<file path="src/rtl/vector_mem_unit_if.sv">
// vector_mem_unit_if: execute-stage request and single-word memory port bundle for vector_mem_unit.
// The stride signal exists only when VMU_STRIDE_EN is defined.
interface vector_mem_unit_if #(
  parameter int NUM_ELEMS = 16,
  parameter int ELEM_W    = 16,
  parameter int ADDR_W    = 16
);
  logic                          start;
  logic                          is_store;
  logic [ADDR_W-1:0]             base_addr;
`ifdef VMU_STRIDE_EN
  logic [ADDR_W-1:0]             stride;
`endif
  logic [NUM_ELEMS*ELEM_W-1:0]   st_data;
  logic                          busy;
  logic                          done;
  logic [NUM_ELEMS*ELEM_W-1:0]   ld_data;
  logic                          mem_re;
  logic                          mem_we;
  logic [ADDR_W-1:0]             mem_addr;
  logic [ELEM_W-1:0]             mem_wdata;
  logic [ELEM_W-1:0]             mem_rdata;
  logic                          mem_ack;

  modport master (
    output start, is_store, base_addr,
`ifdef VMU_STRIDE_EN
    output stride,
`endif
    output st_data, mem_rdata, mem_ack,
    input  busy, done, ld_data, mem_re, mem_we, mem_addr, mem_wdata
  );

  modport slave (
    input  start, is_store, base_addr,
`ifdef VMU_STRIDE_EN
    input  stride,
`endif
    input  st_data, mem_rdata, mem_ack,
    output busy, done, ld_data, mem_re, mem_we, mem_addr, mem_wdata
  );
endinterface

</file>
<file path="src/rtl/vector_mem_unit.sv">
// vector_mem_unit: splits a VLD/VST vector into per-lane memory word accesses and assembles loads.
// Optional VMU_STRIDE_EN adds a latched element stride; otherwise elements are consecutive words.
module vector_mem_unit #(
  parameter int NUM_ELEMS = 16,
  parameter int ELEM_W    = 16,
  parameter int ADDR_W    = 16
) (
  input logic clk,
  input logic rst_n,
  vector_mem_unit_if.slave bus
);
  localparam int IDX_W = $clog2(NUM_ELEMS);

  typedef enum logic [1:0] {IDLE, XFER, DONE} state_t;

  state_t                              state_q, state_d;
  logic [IDX_W-1:0]                    idx_q, idx_d, idx_nx;
  logic                                store_q, store_d;
  logic [NUM_ELEMS-1:0][ELEM_W-1:0]    st_q, st_d;
  logic [NUM_ELEMS-1:0][ELEM_W-1:0]    ld_q, ld_d;
  logic [ADDR_W-1:0]                   addr_q, addr_d, step;
  logic [ELEM_W-1:0]                   wdata_q, wdata_d;
  logic                                busy_q, busy_d;
  logic                                done_q, done_d;
  logic                                re_q, re_d;
  logic                                we_q, we_d;
  logic                                last;
`ifdef VMU_STRIDE_EN
  logic [ADDR_W-1:0]                   stride_q, stride_d;
  assign step = stride_q;
`else
  assign step = ADDR_W'(1);
`endif

  assign idx_nx = idx_q + 1'b1;
  assign last   = idx_q == IDX_W'(NUM_ELEMS - 1);

  always_comb begin
    state_d = state_q;
    idx_d   = idx_q;
    store_d = store_q;
    st_d    = st_q;
    ld_d    = ld_q;
    addr_d  = addr_q;
    wdata_d = wdata_q;
    busy_d  = busy_q;
    done_d  = 1'b0;
    re_d    = re_q;
    we_d    = we_q;
`ifdef VMU_STRIDE_EN
    stride_d = stride_q;
`endif
    unique case (state_q)
      IDLE: if (bus.start) begin
        state_d = XFER;
        busy_d  = 1'b1;
        store_d = bus.is_store;
        st_d    = bus.st_data;
        ld_d    = '0;
        idx_d   = '0;
        addr_d  = bus.base_addr;
        wdata_d = bus.st_data[ELEM_W-1:0];
        re_d    = !bus.is_store;
        we_d    = bus.is_store;
`ifdef VMU_STRIDE_EN
        stride_d = bus.stride;
`endif
      end
      // the request stays frozen until acked; the last ack drops it and moves to DONE
      XFER: if (bus.mem_ack) begin
        if (!store_q) ld_d[idx_q] = bus.mem_rdata;
        idx_d   = last ? idx_q : idx_nx;
        addr_d  = last ? addr_q : addr_q + step;
        wdata_d = last ? wdata_q : st_q[idx_nx];
        re_d    = re_q && !last;
        we_d    = we_q && !last;
        done_d  = last;
        state_d = last ? DONE : XFER;
      end
      DONE: begin
        busy_d  = 1'b0;
        state_d = IDLE;
      end
      default: state_d = IDLE;
    endcase
  end

  always_ff @(posedge clk or negedge rst_n) begin
    if (!rst_n) begin
      state_q <= IDLE;
      idx_q   <= '0;
      store_q <= 1'b0;
      st_q    <= '0;
      ld_q    <= '0;
      addr_q  <= '0;
      wdata_q <= '0;
      busy_q  <= 1'b0;
      done_q  <= 1'b0;
      re_q    <= 1'b0;
      we_q    <= 1'b0;
`ifdef VMU_STRIDE_EN
      stride_q <= '0;
`endif
    end else begin
      state_q <= state_d;
      idx_q   <= idx_d;
      store_q <= store_d;
      st_q    <= st_d;
      ld_q    <= ld_d;
      addr_q  <= addr_d;
      wdata_q <= wdata_d;
      busy_q  <= busy_d;
      done_q  <= done_d;
      re_q    <= re_d;
      we_q    <= we_d;
`ifdef VMU_STRIDE_EN
      stride_q <= stride_d;
`endif
    end
  end

  assign bus.busy      = busy_q;
  assign bus.done      = done_q;
  assign bus.ld_data   = ld_q;
  assign bus.mem_re    = re_q;
  assign bus.mem_we    = we_q;
  assign bus.mem_addr  = addr_q;
  assign bus.mem_wdata = wdata_q;
endmodule
</file>
<file path="src/flat_wrapper.sv">
// flat-port wrapper written by rule: the top's interface ports become plain ports
module vector_mem_unit_flat 
#(
  parameter int NUM_ELEMS = 16,
  parameter int ELEM_W    = 16,
  parameter int ADDR_W    = 16
)
  (clk, rst_n, bus_start, bus_is_store, bus_base_addr, bus_st_data, bus_mem_rdata, bus_mem_ack, bus_busy, bus_done, bus_ld_data, bus_mem_re, bus_mem_we, bus_mem_addr, bus_mem_wdata);
  vector_mem_unit_if #(.NUM_ELEMS(NUM_ELEMS), .ELEM_W(ELEM_W), .ADDR_W(ADDR_W)) bus_i ();
  input logic clk;
  input logic rst_n;
  input wire logic [$bits(bus_i.start)-1:0] bus_start;
  input wire logic [$bits(bus_i.is_store)-1:0] bus_is_store;
  input wire logic [$bits(bus_i.base_addr)-1:0] bus_base_addr;
  input wire logic [$bits(bus_i.st_data)-1:0] bus_st_data;
  input wire logic [$bits(bus_i.mem_rdata)-1:0] bus_mem_rdata;
  input wire logic [$bits(bus_i.mem_ack)-1:0] bus_mem_ack;
  output wire logic [$bits(bus_i.busy)-1:0] bus_busy;
  output wire logic [$bits(bus_i.done)-1:0] bus_done;
  output wire logic [$bits(bus_i.ld_data)-1:0] bus_ld_data;
  output wire logic [$bits(bus_i.mem_re)-1:0] bus_mem_re;
  output wire logic [$bits(bus_i.mem_we)-1:0] bus_mem_we;
  output wire logic [$bits(bus_i.mem_addr)-1:0] bus_mem_addr;
  output wire logic [$bits(bus_i.mem_wdata)-1:0] bus_mem_wdata;
  assign bus_i.start = bus_start;
  assign bus_i.is_store = bus_is_store;
  assign bus_i.base_addr = bus_base_addr;
  assign bus_i.st_data = bus_st_data;
  assign bus_i.mem_rdata = bus_mem_rdata;
  assign bus_i.mem_ack = bus_mem_ack;
  assign bus_busy = bus_i.busy;
  assign bus_done = bus_i.done;
  assign bus_ld_data = bus_i.ld_data;
  assign bus_mem_re = bus_i.mem_re;
  assign bus_mem_we = bus_i.mem_we;
  assign bus_mem_addr = bus_i.mem_addr;
  assign bus_mem_wdata = bus_i.mem_wdata;
  vector_mem_unit #(.NUM_ELEMS(NUM_ELEMS), .ELEM_W(ELEM_W), .ADDR_W(ADDR_W)) u_core (.clk(clk), .rst_n(rst_n), .bus(bus_i));
endmodule
</file>
<file path="config.mk">
export PLATFORM = sky130hd
export DESIGN_NAME = vector_mem_unit_flat
export DESIGN_NICKNAME = d
export VERILOG_FILES = /design/src/rtl/vector_mem_unit_if.sv /design/src/rtl/vector_mem_unit.sv /design/src/flat_wrapper.sv
export SDC_FILE = /design/constraint.sdc
export NUM_CORES = 1
export LEC_CHECK = 0
export CAP_MARGIN = 5
export CORE_ASPECT_RATIO = 1.25
export CORE_UTILIZATION = 40
export DETAILED_ROUTE_END_ITERATION = 10
export GPL_ROUTABILITY_DRIVEN = 1
export PLACE_DENSITY = 0.7
export SYNTH_ARGS = -nofsm -noshare
export SYNTH_HDL_FRONTEND = slang
export SYNTH_SLANG_ARGS = --single-unit
</file>
<file path="constraint.sdc">
create_clock -name clk -period 2.5 [get_ports clk]
set_input_delay 0.5 -clock clk [delete_from_list [all_inputs] [get_ports clk]]
set_output_delay 0.5 -clock clk [all_outputs]
set_load 0.005 [all_outputs]
</file>
==> results.txt <==
Grt met2 use -> 45.1%
Syn_nets -> 2,124
Clk_skew -> 0.0188 ns
CP Data Required Time -> 2.96 ns
Vias in the first global route -> 18,100
CTS Buf Count -> 54
Final period util -> 95.7%
Clock network latency to the later pin of the worst-skew pair -> 0.60 ns
F_max -> 418 MHz
CTS sink count -> 555
LEAKAGE -> 13.4 nW
Total Die Area -> 58,900 sq um
Routability Congestion -> 0.902
Share of the synthesized area in the top cell type -> 60.0%
Post-synthesis xor/xnor area fraction -> 0.0702%
CTS HTree Levels -> 2
Drt total wl -> 76,100 um
Pint -> 27.1 mW
DIE HEIGHT -> 271 um
Synth-to-Final Area Change -> 38.0%
Post-synthesis adder-cell area fraction -> 0.270%
Final Max Tran Viols -> 0
Clock Power Share -> 20.7%
Slew headroom -> 58.1%
Dpl hpwl -> 57,200 um
Top_reg_cell synth -> dfrtp_1
Main combinational cell family by area after synthesis -> multiplexers
Core area -> 57,300 sq um
TNS Setup -> 0 ns
Post-route insts no fill -> 3,216
Number of flops mapped to enable cells by yosys -> 0
CP max FO -> 33
Hold Path Class -> in2async
Drt first-iter violations -> 1,506
Crit Path Category -> reg2reg
Initial Util -> 40.4%
DR vias -> 17,500
Clock-pin slew on the worst setup and hold paths -> 0.06 ns
Sequential fraction of the synthesis area -> 60.0%
Ys async rst share -> 100%
Status -> complete, no violations
Most numerous cell in the Yosys netlist -> dfrtp_1
Drt pass-1 iters -> 5
IO Count -> 585
Post-Place Cell Area -> 30,100 sq um
Final setup vio count -> 0
Synth area leader -> dfrtp_1
Distinct cells, synth -> 57
FF-to-FF path depth -> 7
Compound-Gate Fraction of Synth Area -> 9.53%
WP buf/inv -> 2
Most Crowded Layer GR -> met2
Post-synthesis cell area -> 23,200 sq um
Sw Share -> 33.9%
Buffers added on ports -> 584
Mux share of post-synthesis cell area -> 18.8%
GRT Util Overall -> 26.0%
Minimum clock period -> 2.39 ns
Final hold viol count -> 0
Worst slew pin tran -> 0.629 ns
Fill cells -> 4,801
Gate power share -> 40.9%
Dominant cells by area after synthesis -> dfrtp_1 60%, mux2_2 12%, mux4_2 6.2%
NumNets Final -> 2,722
Power density cells -> 1280 nW/um^2
Total grt overflow -> 0
Finished Cell Area -> 32,000 sq um
First-pass GRT wire length -> 115,000 um
TritonCTS clock tree -> built
Capturing point of the worst reg2reg path -> u_core.bus.mem_wdata[12]
Max Cap Viol -> 0
# DRC -> 0
Via density -> 5.44
Synth warn -> 0
CP cell instances -> inv_1 -> ha_4 -> buf_16 -> mux4_2 -> and2_1 -> a211oi_1 -> o31ai_1
Share of layout cells above drive strength 1 -> 21.6%
Reg2reg setup slack -> 0.11 ns
Worst path slowest cell -> dfrtp_1
Post-DRT Antenna Nets -> 0
Grt met3 use -> 5.03%
CP top delay family -> compound AO/OA/AOI/OAI gates
CTS root buf -> clkbuf_16
Mean Syn Cell Area -> 12.7 sq um
Post-synthesis register bit count -> 555
Largest net degree at the start of global routing -> 74
Commonest cells in the netlist -> 555 x dfrtp_1, 322 x nand2_1, 257 x mux2_2
NetSw -> 13.9 mW
Placed cell count -> 3,116
Cells after Synth -> 1,826
Fin util -> 55.8%
CP arrival -> 2.85 ns
Endpoint class of the critical path -> flop
Reg-to-Reg Start -> u_core.idx_q[1]
Max incr delay on CP -> 0.44 ns
Setup crit start kind -> flop
RSZ-0062 raised after global routing -> false
Met1 Use GR -> 30.9%
Flop pwr share -> 38.3%
IR drop worst, VDD -> 0.723 mV
Post-synthesis simple-gate area fraction -> 8.13%
Die W -> 217 um
Hold WS -> 0.425 ns
Deepest clock path buffer count -> 3
Initial antenna violation count -> 5
FP Rows -> 98
WL/cell -> 23.6 um
==> cell usage in the layout (no fill, tap or decap), types with 3 or more instances in the layout <==
cell type and instances:
nand3_1 28, and3_1 5, clkinv_2 8, bufinv_16 5, o22ai_1 4, a31oi_1 3, a211oi_2 3, o21ai_1 14
clkbuf_16 55, clkbuf_8 13, dfrtp_1 554, nand2_4 10, a21bo_2 11, nor2_1 28, a21oi_1 39, nor2b_1 6
o21ai_0 242, nand2_1 322, o31ai_1 17, mux2_2 257, buf_4 58, inv_1 5, ha_1 4, clkbuf_1 9
buf_12 19, clkdlybuf4s50_1 583, and2_1 17, mux4_2 64, a211oi_1 13, clkinvlp_4 4, a22oi_1 16, a2bb2oi_1 4
==> state kept, by name, indices dropped and copies added, names as in the netlist <==
| signal | count |
|---|---|
| u_core.idx_q | 4 |
| u_core.bus.done | 1 |
| u_core.state_q | 2 |
| u_core.bus.mem_re | 1 |
| u_core.bus.mem_wdata | 16 |
| u_core.bus.mem_we | 1 |
| u_core.bus.mem_addr | 16 |
| u_core.bus.ld_data | 256 |
| u_core.st_q | 256 |
| u_core.store_q | 1 |
| u_core.bus.busy | 1 |
==> worst reg2reg max path: cells and delay by family, from the launching register on <==
| family | cells | cell delay (ns) |
|---|---|---|
| DFF | 1 | 0.44 |
| AOI/OAI and AO/OA | 2 | 0.55 |
| and+or+nand+nor | 1 | 0.20 |
| adders and majority gates | 1 | 0.36 |
| muxes | 1 | 0.34 |
| buffers and inverters | 2 | 0.36 |
==> power groups by stage <==
stage / registers, mW / clock network, mW / logic, mW
floorplan: 14.9 / 0 / 8.70
global placement: 15.6 / 0 / 16.6
detailed placement: 15.8 / 0 / 17.0
CTS: 15.7 / 8.65 / 17.1
global route: 16.1 / 9.01 / 18.1
finish: 15.7 / 8.49 / 16.8
==> how the worst max path moves through the flow <==
stage | slack, ns | end | from | cells past startpoint
2_1_floorplan | 0.04 | u_core.bus.mem_wdata[10] | u_core.idx_q[0] | 10
3_3_place_gp | 0.03 | u_core.bus.mem_wdata[10] | u_core.idx_q[1] | 7
3_5_place_dp | -0.02 | u_core.bus.mem_wdata[10] | u_core.idx_q[1] | 7
4_1_cts | 0.05 | u_core.bus.mem_wdata[12] | u_core.idx_q[0] | 6
5_1_grt | 0.01 | u_core.bus.mem_wdata[8] | u_core.idx_q[1] | 7
6_report | 0.11 | u_core.bus.mem_wdata[12] | u_core.idx_q[1] | 7
==> layout make-up <==
cell class                 instances  area, sq um  share of cell area (%)
multi-input combinational       1145         8560                    26.8
timing repair buffer             663         6700                    21.0
antenna                            1         2.50                 0.00783
clock buffer                      77         1590                    4.97
clock inverter                    20          260                   0.814
tap                              750          938                    2.94
sequential                       555        13900                    43.5
inverter                           5         18.8                  0.0587
==> layer usage <==
layer  vias up  share of wire (%)
met5         -              0.062
met4         8                4.8
met3       191                7.2
met2       856                 51
met1      8819                 37
li1       7632                  -
==> repair_timing <==
action,CTS,global route
hold buffers,1,0
gates resized for setup,3,3
endpoints found under the setup margin,3,12
hold endpoints to repair,35,0
pin swaps,1,0
buffers inserted,1,0
==> kinds of logic (layout without fill, tap and decap cells) <==
kind of cell    Yosys count  in the layout
xor+xnor                  1              1
flops                   555            555
mux                     322            322
simple gates            434            434
buf+inv                 126            765
compound gates          383            383
other cells               0              1
fa+ha+maj                 5              5
==> through the flow <==
stage	total power, mW	worst slack, ns
final	40.9	0.106
after global routing	43.2	0.0116
after CTS	41.4	0.0512
after detailed placement	32.8	-0.0213
after global placement	32.2	0.0311
after floorplan	23.6	0.0368
No activity file was read; power rests on OpenSTA's default activity.
